[config.mk]
export PLATFORM = sky130hd
export DESIGN_NAME = program_counter_ras_flat
export DESIGN_NICKNAME = d
export VERILOG_FILES = /design/src/rtl/program_counter_ras_if.sv /design/src/rtl/program_counter_ras.sv /design/src/flat_wrapper.sv
export SDC_FILE = /design/constraint.sdc
export NUM_CORES = 1
export LEC_CHECK = 0
export ABC_AREA = 0
export BUFFER_PORTS_ARGS = -buffer_cell sky130_fd_sc_hd__buf_2
export CAP_MARGIN = 20
export CORE_MARGIN = 2
export CORE_UTILIZATION = 59
export CTS_CLUSTER_SIZE = 10
export DETAILED_ROUTE_END_ITERATION = 8
export HOLD_SLACK_MARGIN = 0.03
export PLACE_DENSITY = 0.81
export SETUP_SLACK_MARGIN = 0.5
export SLEW_MARGIN = 20
export SYNTH_ARGS = -nofsm -noshare
export SYNTH_HDL_FRONTEND = slang
export SYNTH_SLANG_ARGS = --single-unit
[constraint.sdc]
create_clock -name clk -period 6.2 [get_ports clk]
set_input_delay 0.93 -clock clk [delete_from_list [all_inputs] [get_ports clk]]
set_output_delay 0.93 -clock clk [all_outputs]
set_load 0.02 [all_outputs]
[src/rtl/program_counter_ras_if.sv]
// Request/status bundle between the decode/branch unit and the program counter.
// The decode side is the master; the program counter is the slave.
interface program_counter_ras_if #(
  parameter int unsigned WIDTH     = 32,
  parameter int unsigned RAS_DEPTH = 4
);
  logic                           stall;
  logic                           branch_en;
  logic [WIDTH-1:0]               branch_offset;
  logic                           jump_en;
  logic                           call_en;
  logic                           ret_en;
  logic [WIDTH-1:0]               jump_target;
  logic [WIDTH-1:0]               pc_out;
  logic [$clog2(RAS_DEPTH):0]     ras_count;
  logic                           ras_empty;
  logic                           ras_full;
  logic                           ras_overflow;
  logic                           ras_underflow;
  logic                           align_err;

  modport master (
    output stall, branch_en, branch_offset, jump_en, call_en, ret_en, jump_target,
    input  pc_out, ras_count, ras_empty, ras_full, ras_overflow, ras_underflow, align_err
  );

  modport slave (
    input  stall, branch_en, branch_offset, jump_en, call_en, ret_en, jump_target,
    output pc_out, ras_count, ras_empty, ras_full, ras_overflow, ras_underflow, align_err
  );
endinterface

[src/rtl/program_counter_ras.sv]
// Fetch-address register with stall, branch, jump, call/return and a circular
// return-address stack that overwrites its oldest entry when full.
module program_counter_ras #(
  parameter int unsigned      WIDTH        = 32,
  parameter logic [WIDTH-1:0] RESET_VECTOR = '0,
  parameter int unsigned      INSTR_BYTES  = 4,
  parameter int unsigned      RAS_DEPTH    = 4
) (
  input logic                 clk,
  input logic                 rst,
  program_counter_ras_if.slave bus
);
  localparam int unsigned      PW       = $clog2(RAS_DEPTH);
  localparam int unsigned      CW       = PW + 1;
  localparam logic [WIDTH-1:0] STEP     = WIDTH'(INSTR_BYTES);
  localparam logic [WIDTH-1:0] LOW_MASK = WIDTH'(INSTR_BYTES - 1);
  localparam logic [CW-1:0]    DEPTH    = CW'(RAS_DEPTH);

  typedef enum logic [2:0] {
    ACT_HOLD,
    ACT_RET,
    ACT_CALL,
    ACT_JUMP,
    ACT_BRANCH,
    ACT_INC
  } act_e;

  act_e             act;
  logic [WIDTH-1:0] pc_q, pc_d;
  logic [WIDTH-1:0] seq_pc, raw_tgt;
  logic [WIDTH-1:0] ras_q [RAS_DEPTH];
  logic [PW-1:0]    wptr_q, wptr_d;
  logic [CW-1:0]    cnt_q, cnt_d;
  logic             ovf_q, ovf_d;
  logic             unf_q, unf_d;
  logic             aerr_q, aerr_d;
  logic             push;

  always_comb begin
    if (bus.stall)          act = ACT_HOLD;
    else if (bus.ret_en)    act = ACT_RET;
    else if (bus.call_en)   act = ACT_CALL;
    else if (bus.jump_en)   act = ACT_JUMP;
    else if (bus.branch_en) act = ACT_BRANCH;
    else                    act = ACT_INC;
  end

  // Top of stack is always the slot just behind the write pointer, even after wrap.
  always_comb begin
    seq_pc  = pc_q + STEP;
    raw_tgt = (act == ACT_BRANCH) ? (pc_q + bus.branch_offset) : bus.jump_target;
    pc_d    = pc_q;
    wptr_d  = wptr_q;
    cnt_d   = cnt_q;
    ovf_d   = ovf_q;
    unf_d   = unf_q;
    aerr_d  = 1'b0;
    push    = 1'b0;
    case (act)
      ACT_RET: begin
        if (cnt_q != '0) begin
          pc_d   = ras_q[wptr_q - 1'b1];
          wptr_d = wptr_q - 1'b1;
          cnt_d  = cnt_q - 1'b1;
        end else begin
          pc_d  = seq_pc;
          unf_d = 1'b1;
        end
      end
      ACT_CALL: begin
        push   = 1'b1;
        wptr_d = wptr_q + 1'b1;
        if (cnt_q == DEPTH) ovf_d = 1'b1;
        else                cnt_d = cnt_q + 1'b1;
        pc_d   = raw_tgt & ~LOW_MASK;
        aerr_d = |(raw_tgt & LOW_MASK);
      end
      ACT_JUMP, ACT_BRANCH: begin
        pc_d   = raw_tgt & ~LOW_MASK;
        aerr_d = |(raw_tgt & LOW_MASK);
      end
      ACT_INC: pc_d = seq_pc;
      default: ;
    endcase
  end

  always_ff @(posedge clk) begin
    if (rst) begin
      pc_q   <= RESET_VECTOR;
      wptr_q <= '0;
      cnt_q  <= '0;
      ovf_q  <= 1'b0;
      unf_q  <= 1'b0;
      aerr_q <= 1'b0;
    end else begin
      pc_q   <= pc_d;
      wptr_q <= wptr_d;
      cnt_q  <= cnt_d;
      ovf_q  <= ovf_d;
      unf_q  <= unf_d;
      aerr_q <= aerr_d;
    end
  end

  always_ff @(posedge clk) begin
    if (!rst && push) ras_q[wptr_q] <= seq_pc;
  end

  assign bus.pc_out        = pc_q;
  assign bus.ras_count     = cnt_q;
  assign bus.ras_empty     = (cnt_q == '0);
  assign bus.ras_full      = (cnt_q == DEPTH);
  assign bus.ras_overflow  = ovf_q;
  assign bus.ras_underflow = unf_q;
  assign bus.align_err     = aerr_q;
endmodule
[src/flat_wrapper.sv]
// flat-port wrapper written by rule: the top's interface ports become plain ports
module program_counter_ras_flat 
#(
  parameter int unsigned      WIDTH        = 32,
  parameter logic [WIDTH-1:0] RESET_VECTOR = '0,
  parameter int unsigned      INSTR_BYTES  = 4,
  parameter int unsigned      RAS_DEPTH    = 4
)
  (clk, rst, bus_stall, bus_branch_en, bus_branch_offset, bus_jump_en, bus_call_en, bus_ret_en, bus_jump_target, bus_pc_out, bus_ras_count, bus_ras_empty, bus_ras_full, bus_ras_overflow, bus_ras_underflow, bus_align_err);
  program_counter_ras_if #(.WIDTH(WIDTH), .RAS_DEPTH(RAS_DEPTH)) bus_i ();
  input logic clk;
  input logic rst;
  input wire logic [$bits(bus_i.stall)-1:0] bus_stall;
  input wire logic [$bits(bus_i.branch_en)-1:0] bus_branch_en;
  input wire logic [$bits(bus_i.branch_offset)-1:0] bus_branch_offset;
  input wire logic [$bits(bus_i.jump_en)-1:0] bus_jump_en;
  input wire logic [$bits(bus_i.call_en)-1:0] bus_call_en;
  input wire logic [$bits(bus_i.ret_en)-1:0] bus_ret_en;
  input wire logic [$bits(bus_i.jump_target)-1:0] bus_jump_target;
  output wire logic [$bits(bus_i.pc_out)-1:0] bus_pc_out;
  output wire logic [$bits(bus_i.ras_count)-1:0] bus_ras_count;
  output wire logic [$bits(bus_i.ras_empty)-1:0] bus_ras_empty;
  output wire logic [$bits(bus_i.ras_full)-1:0] bus_ras_full;
  output wire logic [$bits(bus_i.ras_overflow)-1:0] bus_ras_overflow;
  output wire logic [$bits(bus_i.ras_underflow)-1:0] bus_ras_underflow;
  output wire logic [$bits(bus_i.align_err)-1:0] bus_align_err;
  assign bus_i.stall = bus_stall;
  assign bus_i.branch_en = bus_branch_en;
  assign bus_i.branch_offset = bus_branch_offset;
  assign bus_i.jump_en = bus_jump_en;
  assign bus_i.call_en = bus_call_en;
  assign bus_i.ret_en = bus_ret_en;
  assign bus_i.jump_target = bus_jump_target;
  assign bus_pc_out = bus_i.pc_out;
  assign bus_ras_count = bus_i.ras_count;
  assign bus_ras_empty = bus_i.ras_empty;
  assign bus_ras_full = bus_i.ras_full;
  assign bus_ras_overflow = bus_i.ras_overflow;
  assign bus_ras_underflow = bus_i.ras_underflow;
  assign bus_align_err = bus_i.align_err;
  program_counter_ras #(.WIDTH(WIDTH), .RESET_VECTOR(RESET_VECTOR), .INSTR_BYTES(INSTR_BYTES), .RAS_DEPTH(RAS_DEPTH)) u_core (.clk(clk), .rst(rst), .bus(bus_i));
endmodule
==> flow_summary.json <==
{
  "outcome": "finished, final reports clean",
  "arrival_ns": 3.79,
  "root_buffer": "clkbuf_16",
  "p_sw_share_pct": 28.4,
  "finalWorstSetupSlack_ns": 2.77,
  "crit_required_ns": 6.56,
  "p_total_mw": 3.10,
  "async_flop_share_pct": 0,
  "dpl.hpwl_um": 16500,
  "finalWirelength_um": 24900,
  "critPathTopFamily": "compound AO/OA/AOI/OAI gates",
  "clk_latency_ns": 0.43,
  "cts.path.max_buffers": 2,
  "overflow": 0,
  "tns_ns": 0,
  "antenna_found_initial": 0,
  "ys_ff_latch": 168,
  "timing.final.crit_share_pct": 55.3,
  "port_buffers": 110,
  "yosys.area.top_type": "edfxtp_1",
  "cpMostUsedCell": "a31oi_1",
  "post_route_cells_drive_above_1_share_pct": 24.9,
  "boundaryPins": 111,
  "fp.dieH_um": 128,
  "drcViolationCount": 0,
  "rows": 45,
  "fill_cells": 1014,
  "p_switching_mw": 0.880,
  "min_path_type": "reg -> reg",
  "die_area_um2": 16500,
  "start_util_pct": 60.4,
  "power.internal_mw": 2.22,
  "crit_fanout": 5,
  "fmax_mhz": 292,
  "cap_violations": 0,
  "power_frac_comb_pct": 20.5,
  "seqPwrFrac_pct": 42.6,
  "ir_worst_vdd_mv": 0.195,
  "rsz0062_at_grt": "false",
  "drv_slew": 0,
  "grt_pass1_vias": 7248,
  "synthCells": 783,
  "dr.first_iter.drc_count": 933,
  "slowest_stage": "a211oi_2",
  "clock_skew_ns": 0.00641,
  "max_slew_margin_pct": 33.5,
  "worstSetupPathType": "in -> reg",
  "cts_htree_levels": 4,
  "core_um2": 15100,
  "synthFlopType": "edfxtp_1",
  "avgSynthCellArea_um2": 11.7,
  "cts_tree": "yes",
  "cts_resized": 0,
  "powerDensity_nw_per_um2": 295,
  "die_w_um": 128,
  "drt_pass1_iterations": 6,
  "hold_viol": 0,
  "gp_congestion": 0.953,
  "yosysWarnings": 0,
  "synth.most_common_cell": "edfxtp_1",
  "clkPwrFrac_pct": 36.9,
  "grt_pass1_wl_um": 38400,
  "pre_cts_ws_ns": 2.48,
  "dpl.cell_count": 1053,
  "crit_path_cell_trace": "buf_2, ha_1, fa_1, a211oi_1, o21bai_1, a211oi_2, o211ai_1, a31oi_1, xnor2_1, o221ai_1, a31oi_1",
  "cts.sinks": 168,
  "stdcell_count": 1085,
  "syn_area_um2": 9140,
  "grt_max_degree": 48,
  "track_usage_pct": 31.1,
  "period_minus_slack_ns": 3.43,
  "cts-hold-fix-buffers": 0,
  "end_kind": "flip-flop",
  "power.leakage_nw": 3.98,
  "diodes": 0,
  "layout.nets": 993,
  "cp-start-kind": "primary input",
  "synthTopCellsByArea": "edfxtp_1, dfxtp_1, mux4_2",
  "max_stage_delay_ns": 0.54,
  "vias": 7317,
  "syn_nets": 892,
  "numCtsBuffers": 17,
  "r2r_slack_ns": 2.95,
  "cp_num_buf_inv": 1,
  "yosysSeqAreaShare_pct": 50.8,
  "routed_via_density": 6.74,
  "postCtsSetupBuffers": 0,
  "worst_pin_slew_ns": 0.994,
  "synth_top_area_share_pct": 42.0,
  "ant_nets": 0,
  "path_clk_slew_ns": 0.07,
  "wire_per_inst_um": 22.9,
  "synthDistinctLibCells": 75,
  "yosys-top-cells-count": "edfxtp_1, nand2_1, a21oi_1",
  "setup_viol": 0,
  "synth-edff-count": 128,
  "area_delta_synth_final_pct": 15.0
}
==> per-layer routing <==
| layer | vias to the layer above | part of all wire [%] | global-route usage [%] |
|---|---|---|---|
| met3 | 85 | 11 | 7.53 |
| met4 | 0 | 3.9 | 14.3 |
| met1 | 3470 | 39 | 40.9 |
| met2 | 518 | 46 | 49.3 |
| met5 | - | 0 | 0 |
| li1 | 3244 | - | - |
==> path summary, 6_finish.rpt <==
kind,start,endpoint,cells past startpoint
min,u_core.bus.ras_overflow,u_core.bus.ras_overflow,2
max reg2reg,u_core.bus.pc_out[0],u_core.bus.pc_out[26],10
max,bus_branch_offset[0],u_core.bus.pc_out[26],11
min reg2reg,u_core.bus.ras_overflow,u_core.bus.ras_overflow,2
==> power groups by stage <==
stage / clock network [mW] / registers (mW) / logic, mW
floorplan: 0 / 1.35 / 0.421
global placement: 0 / 1.34 / 0.607
detailed placement: 0 / 1.34 / 0.615
CTS: 1.15 / 1.32 / 0.624
global route: 1.20 / 1.32 / 0.684
finish: 1.14 / 1.32 / 0.635
==> final cells by class <==
type / count / area (µm²) / share of cell area (%)
Sequential cell: 168 / 4650 / 44.2
Multi-Input combinational cell: 564 / 4290 / 40.8
Timing Repair Buffer: 124 / 656 / 6.24
Clock buffer: 19 / 453 / 4.31
Tap cell: 188 / 235 / 2.24
Clock inverter: 13 / 190 / 1.81
Inverter: 9 / 47.5 / 0.452
==> through the flow <==
stage | hold WS [ns] | area, µm² | utilization (%)
finish | 0.464 | 10500 | 69.4
global route | 0.488 | 10500 | 69.4
CTS | 0.468 | 10500 | 69.4
detailed placement | 0.453 | 9870 | 65.2
global placement | 0.451 | 9870 | 65.2
floorplan | 0.512 | 9140 | -
==> flip-flops by register name (all words and copies together), names as in the netlist <==
register,count
u_core.bus.pc_out,32
u_core.wptr_q,2
u_core.bus.ras_underflow,1
u_core.ras_q,128
u_core.bus.ras_overflow,1
u_core.bus.align_err,1
u_core.bus.ras_count,3
==> worst register-to-register path: stages (launching register included) <==
cell and delay [ns]:
dfxtp_1 0.37, ha_1 0.27, fa_1 0.44, a211oi_1 0.32, o21bai_1 0.21, a211oi_2 0.54
o211ai_1 0.26, a31oi_1 0.26, xnor2_1 0.16, o221ai_1 0.13, a31oi_1 0.21
==> cells in the final DEF, fill, tap and decap left out, types with 6 or more instances in the layout <==
cell	n
a31oi_1	16
nand4_1	11
xnor2_1	37
buf_4	14
a22oi_1	7
and3_1	9
ha_1	36
a222oi_1	12
nand2_1	83
dfxtp_1	39
a21o_1	14
nor3_1	14
o21ai_0	35
o221ai_1	6
o21bai_1	7
inv_1	8
buf_2	110
o21a_1	6
nor2_1	50
a211oi_1	8
nand3_1	18
xor2_1	15
mux4_2	32
edfxtp_1	128
a21oi_1	59
clkbuf_16	17
==> logic make-up (layout without fill, tap and decap cells) <==
| group | after synthesis | in the layout | share of synthesized area [%] |
|---|---|---|---|
| mux | 33 | 33 | 8.00 |
| simple gates | 233 | 233 | 13.0 |
| buf+inv | 51 | 165 | 2.60 |
| xor+xnor | 52 | 52 | 4.98 |
| flops | 168 | 168 | 50.8 |
| compound gates | 208 | 208 | 15.2 |
| fa+ha+maj | 38 | 38 | 5.36 |
Note: power is estimated with default switching activity, not from simulation.
